<file path="src/rtl/seg7_scan.sv">
// seg7_scan: time-multiplexed driver for six seven-segment digits that share
// one BCD-to-segment decoder.
//
// Ports
//   CLK        system clock, all state changes on the rising edge
//   nRST       asynchronous active-low reset
//   SCANEN     one-cycle tick requesting advance to the next digit slot
//   BLINKEN    one-cycle tick toggling the blink phase
//   DIGITS     six BCD digits, DIGITS[4k+3:4k] = digit k (0 = sec ones,
//              5 = hours tens)
//   BLINKMASK  bit k set = digit k blinks (sampled live)
//   LZB        leading-zero blank enable for digit 5
//   DOUT       BCD value to the shared decoder
//   DEN        shared decoder enable, 0 = all segments off
//   nDIG       active-low one-hot digit select
//
// Every DRIVE slot is separated by BLANK_CYC clocks with all digits off, so
// segment data never changes while a digit common is driven.

module seg7_scan #(
  parameter int unsigned BLANK_CYC = 1
) (
  input  logic        CLK,
  input  logic        nRST,
  input  logic        SCANEN,
  input  logic        BLINKEN,
  input  logic [23:0] DIGITS,
  input  logic [5:0]  BLINKMASK,
  input  logic        LZB,
  output logic [3:0]  DOUT,
  output logic        DEN,
  output logic [5:0]  nDIG
);

  typedef enum logic {
    ST_BLANK = 1'b0,
    ST_DRIVE = 1'b1
  } state_e;

  localparam logic [3:0] BLANK_INIT = 4'(BLANK_CYC);

  state_e      state_q, state_d;
  logic [3:0]  cnt_q,   cnt_d;
  logic [2:0]  idx_q,   idx_d;
  logic        ph_q,    ph_d;
  logic [23:0] snap_q,  snap_d;
  logic [3:0]  dout_q,  dout_d;
  logic        den_q,   den_d;
  logic [5:0]  ndig_q,  ndig_d;
  logic [3:0]  dig_d;

  always_ff @(posedge CLK or negedge nRST) begin
    if (!nRST) begin
      state_q <= ST_BLANK;
      cnt_q   <= BLANK_INIT;
      idx_q   <= '0;
      ph_q    <= 1'b0;
      snap_q  <= '0;
      dout_q  <= '0;
      den_q   <= 1'b0;
      ndig_q  <= '1;
    end else begin
      state_q <= state_d;
      cnt_q   <= cnt_d;
      idx_q   <= idx_d;
      ph_q    <= ph_d;
      snap_q  <= snap_d;
      dout_q  <= dout_d;
      den_q   <= den_d;
      ndig_q  <= ndig_d;
    end
  end

  // Next-state: blank down-counter, slot advance and frame snapshot.
  always_comb begin
    state_d = state_q;
    cnt_d   = cnt_q;
    idx_d   = idx_q;
    snap_d  = snap_q;
    ph_d    = ph_q ^ BLINKEN;

    unique case (state_q)
      ST_BLANK: begin
        // SCANEN is deliberately not looked at here: no queued advance.
        if (cnt_q <= 4'd1) begin
          state_d = ST_DRIVE;
        end else begin
          cnt_d = cnt_q - 4'd1;
        end
      end
      ST_DRIVE: begin
        if (SCANEN) begin
          state_d = ST_BLANK;
          cnt_d   = BLANK_INIT;
          if (idx_q == 3'd5) begin
            idx_d  = '0;
            snap_d = DIGITS;
          end else begin
            idx_d = idx_q + 3'd1;
          end
        end
      end
      default: state_d = ST_BLANK;
    endcase
  end

  // Outputs are decoded from the next-state values so DOUT, DEN and nDIG
  // leave the flops on the same edge as the state they describe.
  always_comb begin
    unique case (idx_d)
      3'd0:    dig_d = snap_d[3:0];
      3'd1:    dig_d = snap_d[7:4];
      3'd2:    dig_d = snap_d[11:8];
      3'd3:    dig_d = snap_d[15:12];
      3'd4:    dig_d = snap_d[19:16];
      3'd5:    dig_d = snap_d[23:20];
      default: dig_d = '0;
    endcase

    ndig_d = '1;
    dout_d = '0;
    den_d  = 1'b0;
    if (state_d == ST_DRIVE) begin
      ndig_d = ~(6'b000001 << idx_d);
      dout_d = dig_d;
      den_d  = !(BLINKMASK[idx_d] && ph_d)
            && !(LZB && (idx_d == 3'd5) && (dig_d == 4'd0))
            && (dig_d <= 4'd9);
    end
  end

  assign DOUT = dout_q;
  assign DEN  = den_q;
  assign nDIG = ndig_q;

endmodule

</file>
<file path="config.mk">
export PLATFORM = sky130hd
export DESIGN_NAME = seg7_scan
export DESIGN_NICKNAME = d
export VERILOG_FILES = /design/src/rtl/seg7_scan.sv
export SDC_FILE = /design/constraint.sdc
export NUM_CORES = 1
export LEC_CHECK = 0
export CORE_MARGIN = 2
export CORE_UTILIZATION = 50
export DETAILED_ROUTE_END_ITERATION = 7
export PLACE_DENSITY = 0.79
export SLEW_MARGIN = 15
export SYNTH_ARGS = -nofsm -noshare
export SYNTH_HDL_FRONTEND = slang
export SYNTH_SLANG_ARGS = --single-unit
</file>
<file path="constraint.sdc">
create_clock -name CLK -period 3.2 [get_ports CLK]
set_clock_uncertainty 0.15 [all_clocks]
set_input_delay 0.48 -clock CLK [delete_from_list [all_inputs] [get_ports CLK]]
set_output_delay 0.48 -clock CLK [all_outputs]
set_load 0.05 [all_outputs]
</file>
==> impl_metrics.toml, run 1 <==
[outcome]
status = "finished, final reports clean"

[run]
drv_cap = 0

[die]
core_area_um2 = 4660
dieArea_um2 = 5340
die_w_um = 73.1
initial_core_util_pct = 51.2
die_y_um = 73.1
ioPinCount = 46
num_rows = 25

[setup_path]
r2r_start = "idx_q[2]$_DFF_PN0_"
endpoint_kind = "register"
critical_path_arrival_ns = 2.51
critPathMaxFanout = 15
crit_type = "in -> reg"
cp.required_ns = 3.24
startpoint = "SCANEN"
startpoint_type = "input port"

[grt]
grt_pass1_vias = 1787
grt_overflow_total = 0
grt_pass1_wl_um = 8700
antenna_found_initial = 0
grt_max_degree = 45
track_usage_pct = 21.1

[clocking]
clock_path_buffers = 2
cts_hold_buf = 0
clkTransAtPathRegs_ns = 0.08
cts_made_buffers = 5
cts_sinks = 44
cts_resized = 0
root_buffer = "clkbuf_8"
post_cts_buffers = 0
clk_latency_ns = 0.29
cts_tree = "built"
htreeDepth = 2

[layout]
final_area_um2 = 2950
final_nets = 301
insertedDiodeCount = 0
drive_above_1_share_pct = 21.5
fin_util_pct = 63.2
synthToLayoutAreaGrowth_pct = 23.6

[synthesis]
synth_top_area_share_pct = 38.8
synth-async-reset-ratio_pct = 100
synth_area_um2 = 2380
netlist_instances = 221
seq_area_frac_synth_pct = 46.5
yosys_warnings = 0
synth_edf_count = 0
synth_cell_types = 51
synth_fp_nets = 258
synth_top_cell_by_area = "dfrtp_1"
syn_area_per_cell_um2 = 10.8
synth.area.top_cells = "dfrtp_1, mux2_2, dfstp_2"
synth-seq-cells = 44
synth_ff_type = "dfrtp_1"

[power]
internal_power_mw = 1.49
p_sw_share_pct = 39.9
switchingPower_mw = 0.988
pwr-share-comb_pct = 45.1
clock_power_share_pct = 15.2
vdd_drop_max_mv = 0.335
power.density_nw_per_um2 = 841
leakagePower_nw = 1.24
share_seq_of_total_power_pct = 39.8

[timing]
finalMaxSlewViolations = 0
relSlewSlack_pct = 36.1
worstMarginPinSlew_ns = 0.958
period_share_pct = 77.2
final_hold_viol_count = 0
final.min_clock_period_ns = 2.47
fmax_ghz = 0.405
setup_violations = 0
holdWs_ns = 0.182
tns_ns = 0
timing.final.ws_setup_ns = 0.730
grt_setup_unrepaired = "false"

[routing]
vias_per_cell = 5.86
vias = 1868
drt_iter0_markers = 170
drtAntennaViolNets = 0
remaining_drc_errors = 0
drt-pass1-iter-count = 4
routed_wl_um = 5180
wl_per_cell_um = 16.2

[placement]
gp_congestion = 0.862
port_buffers = 45
hpwl_um = 3750
dp_slack_ns = 0.441
placed_cell_area_um2 = 2850

[worst_hold_path]
hold_class = "in -> async"
## routing by layer
layer,track usage [%],routed length (µm),part of all wire [%]
met2,33.5,2550,49
met4,5.76,66,1.3
met5,0,0,0
met3,4.28,295,5.7
met1,29.5,2280,44
## stage by stage
stage	std cells	total power [mW]
2_1_floorplan	221	1.79
3_3_place_gp	311	2.07
6_report	319	2.48
3_5_place_dp	311	2.10
4_1_cts	319	2.48
5_1_grt	319	2.62
## cell families (layout without fill, tap and decap cells)
group | count (synthesis) | after routing | synth area share [%]
flops | 44 | 44 | 46.5
compound gates | 40 | 40 | 13.3
buf+inv | 19 | 63 | 4.62
xor+xnor | 3 | 3 | 1.89
fa+ha+maj | 2 | 2 | 1.05
simple gates | 78 | 78 | 16.5
mux | 35 | 35 | 16.1
## final timing paths
path | to | slack (ns) | cells after the start
worst max-delay path | DEN$_DFF_PN0_ | 0.73 | 7
worst min-delay path | cnt_q[3]$_DFFE_PN0P_ | 0.18 | 1
worst max register to register | DEN$_DFF_PN0_ | 0.76 | 6
worst min register to register | ph_q$_DFF_PN0_ | 0.32 | 1
max in group asynchronous | snap_q[10]$_DFF_PN0_ | 2.13 | 1
min in group CLK | ph_q$_DFF_PN0_ | 0.32 | 1
## layout make-up
type	instances	area, µm²
Fill cell	381	1710
Sequential cell	44	1110
Inverter	5	18.8
Tap cell	54	67.6
Clock buffer	8	100
Multi-Input combinational cell	158	1170
Timing Repair Buffer	50	483
## state kept, by name (all words and copies together) (netlist names)
name,count
idx_q,3
state_q,1
nDIG,6
DOUT,4
ph_q,1
snap_q,24
cnt_q,4
DEN,1
## cells in the mapped netlist (all sizes together), types with 2 or more instances
master,number
mux2,27
nor3b,3
a21oi,8
a32o,2
and2,2
inv,5
nor2b,3
nor3,6
nor4,2
buf,14
o211ai,3
mux2i,8
nand3,8
xor2,2
and3,2
nor2,9
and4,4
nand2b,3
a31oi,3
dfstp,7
nand2,33
ha,2
a211oi,4
dfrtp,37
o21ai,6
## layout by cell type, fill, tap and decap left out, types with 2 or more instances in the layout
master and count:
clkdlybuf4s50_1 44, dfrtp_1 37, nand2_1 32, mux2_2 26, nor2_1 8, nand3_1 8
mux2i_1 8, a21oi_1 8, clkbuf_8 7, dfstp_2 7, o21ai_0 6, nor3_1 6
buf_4 5, inv_1 4, and4_1 4, nand2b_1 3, nor2b_1 3, o211ai_1 3
a211oi_1 3, a31oi_1 3, a32o_1 2, nor4_1 2, and3_1 2, nor3b_1 2
xor2_1 2, ha_1 2
## critical path, stage by stage
cell and delay [ns]:
clkdlybuf4s50_1 0.56, and2_4 0.31, nor3_1 0.11, o2bb2ai_2 0.18, o41ai_4 0.33, a41oi_1 0.19
a2111oi_2 0.34
## power by group through the flow
stage	clock, mW	sequential [mW]	combinational, mW
after floorplan	0	1.04	0.753
after global placement	0	0.983	1.09
after detailed placement	0	0.995	1.11
after CTS	0.385	0.985	1.12
after global routing	0.403	1.01	1.21
final	0.376	0.986	1.12
Note: power is estimated with default switching activity, not from simulation.
==> run 2, diff against run 1 <==
==> constraint.sdc (replaced) <==
create_clock -name CLK -period 2.3 [get_ports CLK]
set_clock_uncertainty 0.15 [all_clocks]
set_input_delay 0.345 -clock CLK [delete_from_list [all_inputs] [get_ports CLK]]
set_output_delay 0.345 -clock CLK [all_outputs]
set_load 0.05 [all_outputs]
==> impl_metrics.toml, run 2 (same netlist as run 1, synthesis figures left out) <==
[die]
die_w_um = 73.1
ioPinCount = 46
core_area_um2 = 4660
dieArea_um2 = 5340
die_y_um = 73.1
initial_core_util_pct = 51.2
num_rows = 25

[layout]
synthToLayoutAreaGrowth_pct = 36.8
layout_common_cells = "clkdlybuf4s50_1, dfrtp_1, nand2_1"
nFillCells = 367
seq_area_um2 = 1110
final_common_cell = "clkdlybuf4s50_1"
fin_util_pct = 70.0
insertedDiodeCount = 0
regMostFlops = "snap_q"
final_area_um2 = 3260
multi_input_area_um2 = 1180
drive_above_1_share_pct = 30.6
final_nets = 330
fin_cells = 348
largest_reg_flops = 24

[routing]
drtAntennaViolNets = 0
routed_wl_um = 5630
vias = 1967
wl_per_cell_um = 16.2
drt-pass1-iter-count = 5
remaining_drc_errors = 0
drt_iter0_markers = 143
vias_per_cell = 5.65

[power]
leakagePower_nw = 1.42
power_mw = 3.90
power.density_nw_per_um2 = 1190
vdd_drop_max_mv = 0.583

[placement]
dp_slack_ns = -0.232
gp_congestion = 0.894
placed_cell_area_um2 = 3080
dp_cells = 337
hpwl_um = 4060
port_buffers = 45

[setup_path]
cp.required_ns = 2.35
reg2reg_depth = 6
critPathMaxFanout = 13
critical_path_arrival_ns = 2.23
endpoint_kind = "register"
r2r_end = "DEN$_DFF_PN0_"
crit_type = "reg -> reg"
rrSetupSlack_ns = 0.11
startpoint_type = "register"
r2r_start = "idx_q[0]$_DFF_PN0_"

[grt]
grt_max_degree = 45
track_usage_pct = 22.5
antenna_found_initial = 0
grt_overflow_total = 0
grt_pass1_wl_um = 9180
grt_pass1_vias = 1910

[clocking]
clkTransAtPathRegs_ns = 0.08
cts_sinks = 44
clock_path_buffers = 2
cts_tree = "built"
cts_made_buffers = 5
clk_latency_ns = 0.30
htreeDepth = 2
root_buffer = "clkbuf_8"

[timing]
holdWs_ns = 0.330
timing.final.ws_setup_ns = 0.111
tns_ns = 0
final_hold_viol_count = 0
period_share_pct = 95.2
worstMarginPinSlew_ns = 0.503
finalMaxSlewViolations = 0
setup_violations = 0
grt_setup_unrepaired = "false"
final.min_clock_period_ns = 2.19
fmax_ghz = 0.457
relSlewSlack_pct = 66.4

[worst_hold_path]
hold-path-endpoint = "ph_q$_DFF_PN0_"
hold_class = "reg -> reg"
worstHoldStart = "ph_q$_DFF_PN0_"
holdPathStages = 1

[run]
drv_cap = 0

[outcome]
status = "finished, final reports clean"
-- run 2: cell types whose count changed in the layout (fill, tap and decap cells not counted), moves of 2 or more --
cell     change
buf_4       +24
buf_12       +3
dfrtp_1      -2
dfrtp_2      +2
-- run 2: per-layer routing --
layer	up-vias	share of wire (%)	GRT usage, %	wire length [µm]
met5	-	0	0	0
met4	0	1.7	6.17	97
met3	9	5.8	4.97	325
met2	79	50	37.0	2810
met1	941	42	29.8	2390
li1	938	-	-	-
-- run 2: critical path: stages (launching register included) --
cell       delay [ns]
dfrtp_2          0.43
buf_12           0.15
and4_1           0.23
a32o_1           0.26
o41ai_4          0.44
a41oi_2          0.18
a2111oi_2        0.23
-- run 2: power by group --
part	total [mW]	leakage (nW)	internal [mW]	switching (mW)
Sequential	1.31	0.542	1.08	0.237
Clock	0.647	0.0645	0.383	0.264
Combinational	1.94	0.814	0.953	0.984
-- run 2: layout make-up --
cell class / count / share of cell area (%)
multi-input combinational: 158 / 36.1
sequential: 44 / 34.1
timing repair buffer: 79 / 23.3
clock buffer: 7 / 2.95
tap: 54 / 2.07
clock inverter: 1 / 0.920
inverter: 5 / 0.575
-- run 2: how the worst max path moves through the flow --
stage / start / endpoint / cells after the start
detailed placement: SCANEN / DEN$_DFF_PN0_ / 7
finish: idx_q[0]$_DFF_PN0_ / DEN$_DFF_PN0_ / 6
global route: idx_q[0]$_DFF_PN0_ / DEN$_DFF_PN0_ / 7
floorplan: cnt_q[0]$_DFFE_PN1P_ / cnt_q[3]$_DFFE_PN0P_ / 8
CTS: idx_q[2]$_DFF_PN0_ / DEN$_DFF_PN0_ / 5
global placement: SCANEN / DEN$_DFF_PN0_ / 7
-- run 2: what timing repair did --
action / CTS / global route
setup endpoints to repair: 0 / 1
resized for setup: 0 / 5
endpoints found under the hold margin: 37 / 0
setup buffers: 0 / 1
hold buffers: 1 / 0
==> run 3, diff against run 2 <==
--- a/config.mk
+++ b/config.mk
@@ -8,7 +8,7 @@
 export CORE_MARGIN = 2
 export CORE_UTILIZATION = 50
 export DETAILED_ROUTE_END_ITERATION = 7
-export PLACE_DENSITY = 0.79
+export PLACE_DENSITY = 0.77
 export SLEW_MARGIN = 15
 export SYNTH_ARGS = -nofsm -noshare
 export SYNTH_HDL_FRONTEND = slang
==> impl_metrics.toml, run 3 (same netlist as run 1, synthesis figures left out) <==
[layout]
multi_input_area_um2 = 1170
layout_common_cells = "clkdlybuf4s50_1, dfrtp_1, nand2_1"
final_area_um2 = 3200
insertedDiodeCount = 0
seq_area_um2 = 1110
nFillCells = 356
drive_above_1_share_pct = 29.6
regMostFlops = "snap_q"
final_nets = 327
final_common_cell = "clkdlybuf4s50_1"
largest_reg_flops = 24
synthToLayoutAreaGrowth_pct = 34.2

[timing]
period_share_pct = 96.6
finalMaxSlewViolations = 0
grt_setup_unrepaired = "false"
fmax_ghz = 0.450
worstMarginPinSlew_ns = 0.533
final.min_clock_period_ns = 2.22
holdWs_ns = 0.318
setup_violations = 0
relSlewSlack_pct = 64.5
final_hold_viol_count = 0

[setup_path]
cp_slowest_cell = "clkdlybuf4s50_1"
cpPeakStageDelay_ns = 0.50
crit_type = "in -> reg"
worst-path-buf-inv = 2
cp_top_family = "compound AO/OA/AOI/OAI gates"
startpoint_type = "input port"
cp_cell_sequence = "clkdlybuf4s50_1, and2_4, xnor2_4, inv_2, a32o_1, a211oi_2, a41oi_1, a2111oi_2"
cp.required_ns = 2.35
critPathMaxFanout = 7
endpoint_kind = "register"
critical_path_arrival_ns = 2.27

[routing]
wl_per_cell_um = 15.7
remaining_drc_errors = 0
drtAntennaViolNets = 0
drt_iter0_markers = 150
routed_wl_um = 5420
vias = 1941
vias_per_cell = 5.63
drt-pass1-iter-count = 4

[die]
num_rows = 25
die_w_um = 73.1
initial_core_util_pct = 51.2
die_y_um = 73.1
core_area_um2 = 4660
ioPinCount = 46
dieArea_um2 = 5340

[grt]
grt_overflow_total = 0
grt_pass1_vias = 1904
track_usage_pct = 22.5
antenna_found_initial = 0
grt_max_degree = 45
grt_pass1_wl_um = 9090

[placement]
hpwl_um = 4160
gp_congestion = 0.898
port_buffers = 45
placed_cell_area_um2 = 3060

[clocking]
cts_made_buffers = 5
cts_sinks = 44
clk_latency_ns = 0.30
cts_tree = "built"
post_cts_buffers = 0
htreeDepth = 2
clkTransAtPathRegs_ns = 0.08
clock_path_buffers = 2
root_buffer = "clkbuf_8"

[power]
p_sw_share_pct = 37.8
share_seq_of_total_power_pct = 35.4
clock_power_share_pct = 16.9
switchingPower_mw = 1.43
power.density_nw_per_um2 = 1180
vdd_drop_max_mv = 0.645
leakagePower_nw = 1.38
internal_power_mw = 2.36
pwr-share-comb_pct = 47.8

[run]
drv_cap = 0

[outcome]
status = "finished, final reports clean"

[worst_hold_path]
hold_class = "reg -> reg"
[run 3: power by group through the flow]
| stage | Combinational (mW) | Clock [mW] | Sequential (mW) |
|---|---|---|---|
| 2_1_floorplan | 1.05 | 0 | 1.45 |
| 3_3_place_gp | 1.76 | 0 | 1.33 |
| 3_5_place_dp | 1.80 | 0 | 1.34 |
| 4_1_cts | 1.81 | 0.649 | 1.33 |
| 5_1_grt | 1.95 | 0.684 | 1.38 |
| 6_report | 1.81 | 0.639 | 1.34 |
[run 3: per-stage QoR]
stage	TNS (ns)	std cells	total power, mW	util (%)	worst slack, ns
detailed placement	-0.708	336	3.14	65.6	-0.219
finish	0	345	3.79	68.6	0.0786
CTS	0	345	3.79	68.6	0.0391
global placement	-0.724	336	3.09	65.6	-0.178
floorplan	0	221	2.50	-	0.281
global route	0	345	4.01	68.6	0.00339
[run 3: what timing repair did]
item	in CTS	in global routing
hold buffers	1	0
endpoints found under the hold margin	37	0
setup endpoints to repair	0	1
resized for setup	0	3
[run 3: layout make-up]
| class | instances | area share (%) |
|---|---|---|
| clock buffers | 7 | 3.01 |
| clock inverters | 1 | 0.939 |
| inverters | 5 | 0.587 |
| well taps | 54 | 2.11 |
| flip-flops and latches | 44 | 34.8 |
| repair buffers | 76 | 22.1 |
| multi-input cells | 158 | 36.5 |
[run 3: path summary, 6_finish.rpt]
kind	to	start	slack, ns	depth (start not counted)
worst max register to register	DEN$_DFF_PN0_	idx_q[0]$_DFF_PN0_	0.13	7
min in group asynchronous	snap_q[7]$_DFF_PN0_	nRST	0.49	3
worst min-delay path	ph_q$_DFF_PN0_	ph_q$_DFF_PN0_	0.32	1
max in group asynchronous	idx_q[0]$_DFF_PN0_	nRST	1.12	3
worst max-delay path	DEN$_DFF_PN0_	SCANEN	0.08	8
worst min register to register	ph_q$_DFF_PN0_	ph_q$_DFF_PN0_	0.32	1
[run 3: metal layers]
layer / up-vias / GRT usage [%] / wire length [µm]
li1: 936 / - / -
met1: 930 / 29.2 / 2310
met3: 8 / 4.70 / 266
met5: - / 0 / 0
met2: 67 / 38.0 / 2780
met4: 0 / 6.17 / 73
